<file path="config.mk">
export PLATFORM = sky130hd
export DESIGN_NAME = read_ptr_fwft
export DESIGN_NICKNAME = d
export VERILOG_FILES = /design/src/rtl/read_ptr_fwft.sv
export SDC_FILE = /design/constraint.sdc
export NUM_CORES = 1
export LEC_CHECK = 0
export CAP_MARGIN = 10
export CORE_MARGIN = 2
export CORE_UTILIZATION = 37
export CTS_BUF_LIST = sky130_fd_sc_hd__clkbuf_4 sky130_fd_sc_hd__clkbuf_8
export DETAILED_ROUTE_END_ITERATION = 8
export SLEW_MARGIN = 20
export SYNTH_ARGS = -nofsm -noshare
export SYNTH_HDL_FRONTEND = slang
export SYNTH_SLANG_ARGS = --single-unit
export TNS_END_PERCENT = 30
</file>
<file path="constraint.sdc">
create_clock -name i_rd_clk -period 3.6 [get_ports i_rd_clk]
set_clock_uncertainty 0.1 [all_clocks]
set_input_delay 0.54 -clock i_rd_clk [delete_from_list [all_inputs] [get_ports i_rd_clk]]
set_output_delay 0.54 -clock i_rd_clk [all_outputs]
set_load 0.02 [all_outputs]
</file>
<file path="src/rtl/read_ptr_fwft.sv">
// Read-side controller of the async FIFO: Gray read pointer, registered empty/almost-empty/level,
// 1-cycle synchronous memory fetch, and a 2-entry first-word-fall-through output buffer.
module read_ptr_fwft #(
  parameter int unsigned ADDR_SIZE     = 4,
  parameter int unsigned DATA_WIDTH    = 16,
  parameter int unsigned AEMPTY_THRESH = 2
) (
  input  logic                  i_rd_clk,
  input  logic                  i_rdrst_n,
  input  logic [ADDR_SIZE:0]    i_gray_q2_wrptr,
  output logic [ADDR_SIZE:0]    o_gray_rdptr,
  output logic [ADDR_SIZE-1:0]  o_rd_addr,
  output logic                  o_mem_rd_en,
  input  logic [DATA_WIDTH-1:0] i_mem_rdata,
  output logic [DATA_WIDTH-1:0] o_rd_data,
  output logic                  o_rd_valid,
  input  logic                  i_rd_ready,
  output logic                  o_rd_empty,
  output logic                  o_rd_aempty,
  output logic [ADDR_SIZE:0]    o_rd_level
);

  localparam int unsigned PTR_W = ADDR_SIZE + 1;

  logic [PTR_W-1:0]      r_rd_bin;
  logic [PTR_W-1:0]      r_rd_gray;
  logic [PTR_W-1:0]      r_rd_level;
  logic                  r_rd_empty;
  logic                  r_rd_aempty;
  logic                  r_inflight;
  logic                  r_rd_valid;
  logic [1:0]            r_occ;
  logic [DATA_WIDTH-1:0] r_buf_head;
  logic [DATA_WIDTH-1:0] r_buf_tail;

  logic                  w_pop;
  logic                  w_fetch_en;
  logic [2:0]            w_pending;
  logic [PTR_W-1:0]      w_rd_bin_next;
  logic [PTR_W-1:0]      w_rd_gray_next;
  logic [PTR_W-1:0]      w_wr_bin;
  logic [PTR_W-1:0]      w_level_next;
  logic                  w_empty_next;
  logic                  w_aempty_next;
  logic [1:0]            w_occ_next;
  logic [DATA_WIDTH-1:0] w_head_next;
  logic [DATA_WIDTH-1:0] w_tail_next;

  // A fetch is only issued when the buffer has a free slot counting the word already in flight.
  assign w_pop          = r_rd_valid & i_rd_ready;
  assign w_pending      = 3'(r_occ) + 3'(r_inflight);
  assign w_fetch_en     = ~r_rd_empty & ((w_pending < 3'd2) | w_pop);
  assign w_rd_bin_next  = r_rd_bin + PTR_W'(w_fetch_en);
  assign w_rd_gray_next = (w_rd_bin_next >> 1) ^ w_rd_bin_next;

  // Gray-to-binary conversion of the synchronized write pointer.
  always_comb begin
    w_wr_bin            = '0;
    w_wr_bin[PTR_W-1]   = i_gray_q2_wrptr[PTR_W-1];
    for (int i = int'(PTR_W) - 2; i >= 0; i--) begin
      w_wr_bin[i] = w_wr_bin[i+1] ^ i_gray_q2_wrptr[i];
    end
  end

  assign w_level_next  = w_wr_bin - w_rd_bin_next;
  assign w_empty_next  = (w_rd_gray_next == i_gray_q2_wrptr);
  assign w_aempty_next = (w_level_next <= PTR_W'(AEMPTY_THRESH));

  // Output buffer next state: head is slot 0, tail is slot 1; strict FIFO order.
  always_comb begin
    w_head_next = r_buf_head;
    w_tail_next = r_buf_tail;
    w_occ_next  = r_occ;
    case ({r_inflight, w_pop})
      2'b01: begin
        w_head_next = r_buf_tail;
        w_occ_next  = r_occ - 2'd1;
      end
      2'b10: begin
        if (r_occ == 2'd0) begin
          w_head_next = i_mem_rdata;
        end else begin
          w_tail_next = i_mem_rdata;
        end
        w_occ_next = r_occ + 2'd1;
      end
      2'b11: begin
        if (r_occ == 2'd1) begin
          w_head_next = i_mem_rdata;
        end else begin
          w_head_next = r_buf_tail;
          w_tail_next = i_mem_rdata;
        end
      end
      default: begin
      end
    endcase
  end

  // Pointer and status flags.
  always_ff @(posedge i_rd_clk or negedge i_rdrst_n) begin
    if (!i_rdrst_n) begin
      r_rd_bin    <= '0;
      r_rd_gray   <= '0;
      r_rd_empty  <= 1'b1;
      r_rd_aempty <= 1'b1;
      r_rd_level  <= '0;
    end else begin
      r_rd_bin    <= w_rd_bin_next;
      r_rd_gray   <= w_rd_gray_next;
      r_rd_empty  <= w_empty_next;
      r_rd_aempty <= w_aempty_next;
      r_rd_level  <= w_level_next;
    end
  end

  // In-flight flag and output buffer.
  always_ff @(posedge i_rd_clk or negedge i_rdrst_n) begin
    if (!i_rdrst_n) begin
      r_inflight <= 1'b0;
      r_occ      <= 2'd0;
      r_rd_valid <= 1'b0;
      r_buf_head <= '0;
      r_buf_tail <= '0;
    end else begin
      r_inflight <= w_fetch_en;
      r_occ      <= w_occ_next;
      r_rd_valid <= (w_occ_next != 2'd0);
      r_buf_head <= w_head_next;
      r_buf_tail <= w_tail_next;
    end
  end

  assign o_gray_rdptr = r_rd_gray;
  assign o_rd_addr    = r_rd_bin[ADDR_SIZE-1:0];
  assign o_mem_rd_en  = w_fetch_en;
  assign o_rd_data    = r_buf_head;
  assign o_rd_valid   = r_rd_valid;
  assign o_rd_empty   = r_rd_empty;
  assign o_rd_aempty  = r_rd_aempty;
  assign o_rd_level   = r_rd_level;

endmodule

</file>
Word-level counts from Yosys, hierarchy flattened
Cells that the tools add are included.
{ "word_totals": {"latch_bits": 0, "ram_bits": 0, "input_bits": 24, "register_bits": 53, "rom_bits": 0, "output_inout_bits": 34, "mem_count": 0} }
{ "classes": {"add_sub_neg": 5, "mux": 7, "div": 0, "magnitude_cmp": 2, "reduce_logical": 6, "eq_ne": 8, "n_bitwise": 9, "multipliers": 0, "n_shift": 0} }
{ "op_table": {"columns": ["op", "n"], "rows": [
  ["$mux W16", 4],
  ["$pmux W16 S3", 1],
  ["$pmux W16 S2", 1],
  ["$ne A2 B2 Y1 const B", 3],
  ["$add A5 B1 Y5", 1],
  ["$eq A5 B5 Y1", 1],
  ["$le A5 B2 Y1 const B", 1],
  ["$sub A5 B5 Y5", 1],
  ["$xor A4 B5 Y5", 1],
  ["$eq A2 B1 Y1 const B", 2],
  ["$eq A2 B2 Y1 const B", 2],
  ["$pmux W2 S2", 1],
  ["$reduce_bool A2 Y1", 2],
  ["$xor A1 B1 Y1", 4],
  ["$add A2 B1 Y3", 1],
  ["$lt A3 B2 Y1 const B", 1],
  ["$reduce_and A3 Y1", 1],
  ["$reduce_bool A3 Y1", 1],
  ["$add A2 B1 Y2 const B", 1],
  ["$and A1 B1 Y1", 2],
  ["$logic_not A2 Y1", 1],
  ["$reduce_and A2 Y1", 1],
  ["$sub A2 B1 Y2 const B", 1],
  ["$not A1 Y1", 1],
  ["$or A1 B1 Y1", 1]
]} }

Logic depth before layout (Yosys ltp)
{ "depth": {"depth_word": 7, "ltp_mapped": 12, "mapped_depth_nobuf": 12} }

Least setup slack after synthesis
No wires, ideal clock.
{ "synth_path": {"kind": "input to register", "startpoint": "input port i_rd_ready", "endpoint": "register r_rd_aempty, in the netlist o_rd_aempty", "setup_slack_ns": 0.485, "cell_stages": 11, "arrival_ns": 2.910, "setup_ns": 0.105, "cell_sequence": "nand2_1 > a21oi_1 > ha_1 > ha_1 > xor2_4 > inv_1 > ha_1 > a2111oi_0 > a211oi_1 > xnor2_1 > a2111oi_2"} }
{ "synth_between": {"elab_chain_cells": 6} }
{ "synth_lines": {"columns": ["element", "line", "source"], "rows": [
  ["from (decl)", "17", "input logic i_rd_ready,"],
  ["$and A1 B1 Y1", "50", "assign w_pop = r_rd_valid & i_rd_ready;"],
  ["$or A1 B1 Y1", "52", "assign w_fetch_en = ~r_rd_empty & ((w_pending < 3'd2) | w_pop);"],
  ["$and A1 B1 Y1", "52", null],
  ["net o_mem_rd_en", "13", "output logic o_mem_rd_en,"],
  ["$add A5 B1 Y5", "53", "assign w_rd_bin_next = r_rd_bin + PTR_W'(w_fetch_en);"],
  ["net w_rd_bin_next[2]", "39", "logic [PTR_W-1:0] w_rd_bin_next;"],
  ["$sub A5 B5 Y5", "65", "assign w_level_next = w_wr_bin - w_rd_bin_next;"],
  ["net w_level_next[4]", "42", "logic [PTR_W-1:0] w_level_next;"],
  ["$le A5 B2 Y1", "67", "assign w_aempty_next = (w_level_next <= PTR_W'(AEMPTY_THRESH));"],
  ["net w_aempty_next", "44", "logic w_aempty_next;"],
  ["to (signal assigned)", "112", "r_rd_aempty <= w_aempty_next;"],
  ["to (decl)", "29", "logic r_rd_aempty;"]
]} }
The timed path passes the listed nets, and every way through them passes these cells.
A chain may end at the register's enable or synchronous reset.

Worst setup path in the final report
{ "layout_path": {"startpoint": "input port i_rd_ready", "endpoint": "register r_rd_aempty, in the netlist o_rd_aempty"} }
{ "layout_between": {"elab_chain_cells": 6} }
{ "layout_lines": {"columns": ["element", "line"], "rows": [
  ["$and A1 B1 Y1", "50"],
  ["$or A1 B1 Y1", "52"],
  ["$and A1 B1 Y1", "52"],
  ["$add A5 B1 Y5", "53"],
  ["net w_rd_bin_next[2]", "39"],
  ["$sub A5 B5 Y5", "65"],
  ["net w_level_next[4]", "42"],
  ["$le A5 B2 Y1", "67"],
  ["net w_aempty_next", "44"]
]} }
The timed path passes the listed nets, and every way through them passes these cells.

==> impl_metrics.csv <==
group,metric,value,unit
setup_path,r2r_slack,0.71,ns
timing,maxSlewHeadroom,52.3,%
placed_design,hpwlAfterDp,3370,um
die,rows,29,
clock_network,ctsHoldBuffers,0,
final_layout,final_common_cell,"clkdlybuf4s50_1",
routing,ant_nets,0,
final_layout,drive_gt1_share,9.33,%
logic_synthesis,yosys-top-cells-area,"dfrtp_1 52%, mux2_1 7.0%, ha_1 5.7%",
setup_path,r2r-start,"r_occ[0]",
power_and_ir_drop,p_leak,1.38,nW
die,ios,58,
timing,setup_viol,0,
clock_network,cts_setup_buffers,0,
clock_network,insertion_delay,0.29,ns
final_layout,fillCellCount,569,
global_routing,antenna_found_initial,0,
logic_synthesis,syn_area_per_cell,11.8,um2
job,maxCapViolations,0,
global_routing,grt_pass1_vias,1675,
logic_synthesis,synthMuxAreaShare,8.34,%
clock_network,clk_path_buf_depth,2,
setup_path,worst-setup-path-type,"in -> reg",
final_layout,mostFrequentLayoutCells,"56 x clkdlybuf4s50_1, 50 x dfrtp_1, 22 x nand2_1",
logic_synthesis,synthCells,204,
logic_synthesis,synth_top_family_by_area,"compound AO/OA/AOI/OAI gates",
clock_network,cts_tree,"yes",
power_and_ir_drop,ir_worst_vdd,0.515,mV
setup_path,end_kind,"flop",
clock_network,cts_resized,0,
routing,drt_iter0_drc,44,
routing,viasPerCell,4.80,
final_layout,nets,303,
logic_synthesis,ys_ff_latch,52,
logic_synthesis,synthAdderAreaFrac,6.20,%
global_routing,grt_usage,13.8,%
setup_path,cp.arrival,3.17,ns
logic_synthesis,synth_xor_xnor_area_share,9.38,%
logic_synthesis,synth_top_cell_by_area,"dfrtp_1",
clock_network,cts-root-buf,"clkbuf_8",
final_layout,syn_to_final_growth,34.0,%
logic_synthesis,synth-compound-area-share,12.6,%
clock_network,numCtsBuffers,5,
logic_synthesis,synth_warnings,0,
logic_synthesis,synthesis.nets,239,
global_routing,grt_pass1_wl,7890,um
logic_synthesis,synth.distinct_cells,32,
timing,grt_setup_unrepaired,"no",
timing,period_share,85.4,%
placed_design,portBuffers,57,
setup_path,startpoint,"i_rd_ready",
setup_path,crit_end,"o_rd_aempty",
logic_synthesis,synth_area,0.00240,mm2
logic_synthesis,synth_top_area_share,52.1,%
timing,max_clock_freq,0.325,GHz
die,die_area,0.00715,mm2
routing,vias,1656,
routing,drt-pass1-iter-count,4,
routing,drc,0,
timing,finalSetupTns,0,ns
global_routing,grt_max_degree,35,
timing,finalCriticalPeriod,3.08,ns
timing,hold-worst-slack,0.189,ns
setup_path,rr_worst_depth,12,
final_layout,fin_cells,345,
timing,slew_viol_final,0,
routing,avgRoutedWirePerCell,13.3,um
setup_path,crit_required,3.70,ns
global_routing,grt_overflow_total,0,
status,outcome,"completed",
placed_design,dp.cells,338,
final_layout,num_antenna_cells,0,
setup_path,cp_max_fo,3,
setup_path,r2r_end,"o_rd_aempty",
timing,tightest_slew,0.715,ns
final_layout,final_cell_area,0.00322,mm2
logic_synthesis,yosys.area_share.simple,6.36,%
logic_synthesis,synth-seq-area-share,54.3,%
placed_design,gp_congestion,0.823,
clock_network,clk_pin_slew,0.09,ns
placed_design,dpl_cell_area,0.00309,mm2
die,core,0.00631,mm2
die,initial_utilization,38.0,%
routing,finalWirelength,4580,um
power_and_ir_drop,power_density,1150,mW/mm2
clock_network,htreeDepth,2,
timing,hold_viol,0,
worst_hold_path,hold_class,"in -> async",
setup_path,critical_path.startpoint_type,"input port",
die,die_height,84.5,um
clock_network,cts_sinks,52,
die,die_x,84.5,um
-- critical path: stages --
cell and delay, ns:
clkdlybuf4s50_1 0.46, nand2_1 0.08, a21oi_1 0.25, ha_1 0.24, ha_1 0.27, xor2_4 0.17
inv_1 0.08, ha_1 0.23, a2111oi_0 0.38, a211oi_1 0.11, xnor2_1 0.17, a2111oi_2 0.21
-- where the power goes --
part,internal (mW),switching [mW]
Sequential,0.908,0.150
Combinational,1.00,1.18
Clock,0.274,0.181
-- logic make-up after synthesis --
| group | Yosys count |
|---|---|
| flip-flops | 52 |
| AO/OA/AOI/OAI | 47 |
| AND/OR/NAND/NOR | 36 |
| XOR/XNOR | 21 |
| buffers and inverters | 18 |
| multiplexers | 18 |
| adder cells (fa/ha/maj) | 12 |
-- per-stage QoR --
stage / util [%] / total power [mW] / setup WS [ns]
6_report: 51.0 / 3.69 / 0.524
5_1_grt: 51.0 / 4.00 / 0.262
4_1_cts: 51.0 / 3.74 / 0.474
3_5_place_dp: 48.9 / 3.27 / 0.192
3_3_place_gp: 48.9 / 3.25 / 0.256
2_1_floorplan: - / 2.51 / 0.485
-- sequential cells by signal, indices dropped and copies added (netlist names) --
name and count:
r_occ 2, o_gray_rdptr 4, o_rd_empty 1, r_inflight 1, o_rd_level 5, o_rd_data 16
r_buf_tail 16, o_rd_valid 1, o_rd_aempty 1, r_rd_bin 5
-- synthesized netlist by cell type --
master	number
inv_1	10
a2111oi_0	1
o21a_1	1
o21ai_1	19
nand2_1	22
nor2_1	4
ha_1	11
xor2_1	7
mux2i_1	2
or2_1	1
o21bai_1	1
xor2_2	1
a2111oi_2	1
o211ai_1	1
or3_1	1
xor2_4	1
a211oi_1	1
nand2b_1	2
o21ai_0	2
inv_2	1
clkbuf_1	6
a22oi_1	17
maj3_2	1
nand3_1	6
xnor2_2	2
mux2_2	1
mux2_1	15
dfstp_2	2
buf_1	1
a21oi_1	3
dfrtp_1	50
xnor2_1	10
-- final cells by class --
class                      count  area, um2  share of cell area [%]
timing repair buffer          64        618                    19.2
multi-input combinational    134       1030                    32.0
sequential                    52       1300                    40.5
inverter                      11       41.3                    1.28
tap                           77       96.3                    2.99
clock inverter                 2       60.1                    1.87
clock buffer                   5       68.8                    2.14
-- metal layers --
metal,vias up,part of all wire (%),GRT usage [%]
li1,832,-,-
met1,772,48,19.3
met2,47,44,21.3
met3,5,6.2,4.13
met4,0,0.92,3.03
met5,-,0,0
-- how the worst min path moves through the flow --
| stage | startpoint | end | slack [ns] | depth (start not counted) |
|---|---|---|---|---|
| after floorplan | i_rdrst_n | o_gray_rdptr[0] | 0.14 | 0 |
| after global placement | o_rd_data[6] | o_rd_data[6] | 0.37 | 2 |
| after detailed placement | o_rd_data[4] | o_rd_data[4] | 0.38 | 2 |
| after CTS | i_rdrst_n | r_buf_tail[2] | 0.22 | 1 |
| after global routing | i_rdrst_n | r_buf_tail[2] | 0.25 | 1 |
| final | i_rdrst_n | r_buf_tail[2] | 0.19 | 1 |
(Power assumes the default switching activity.)
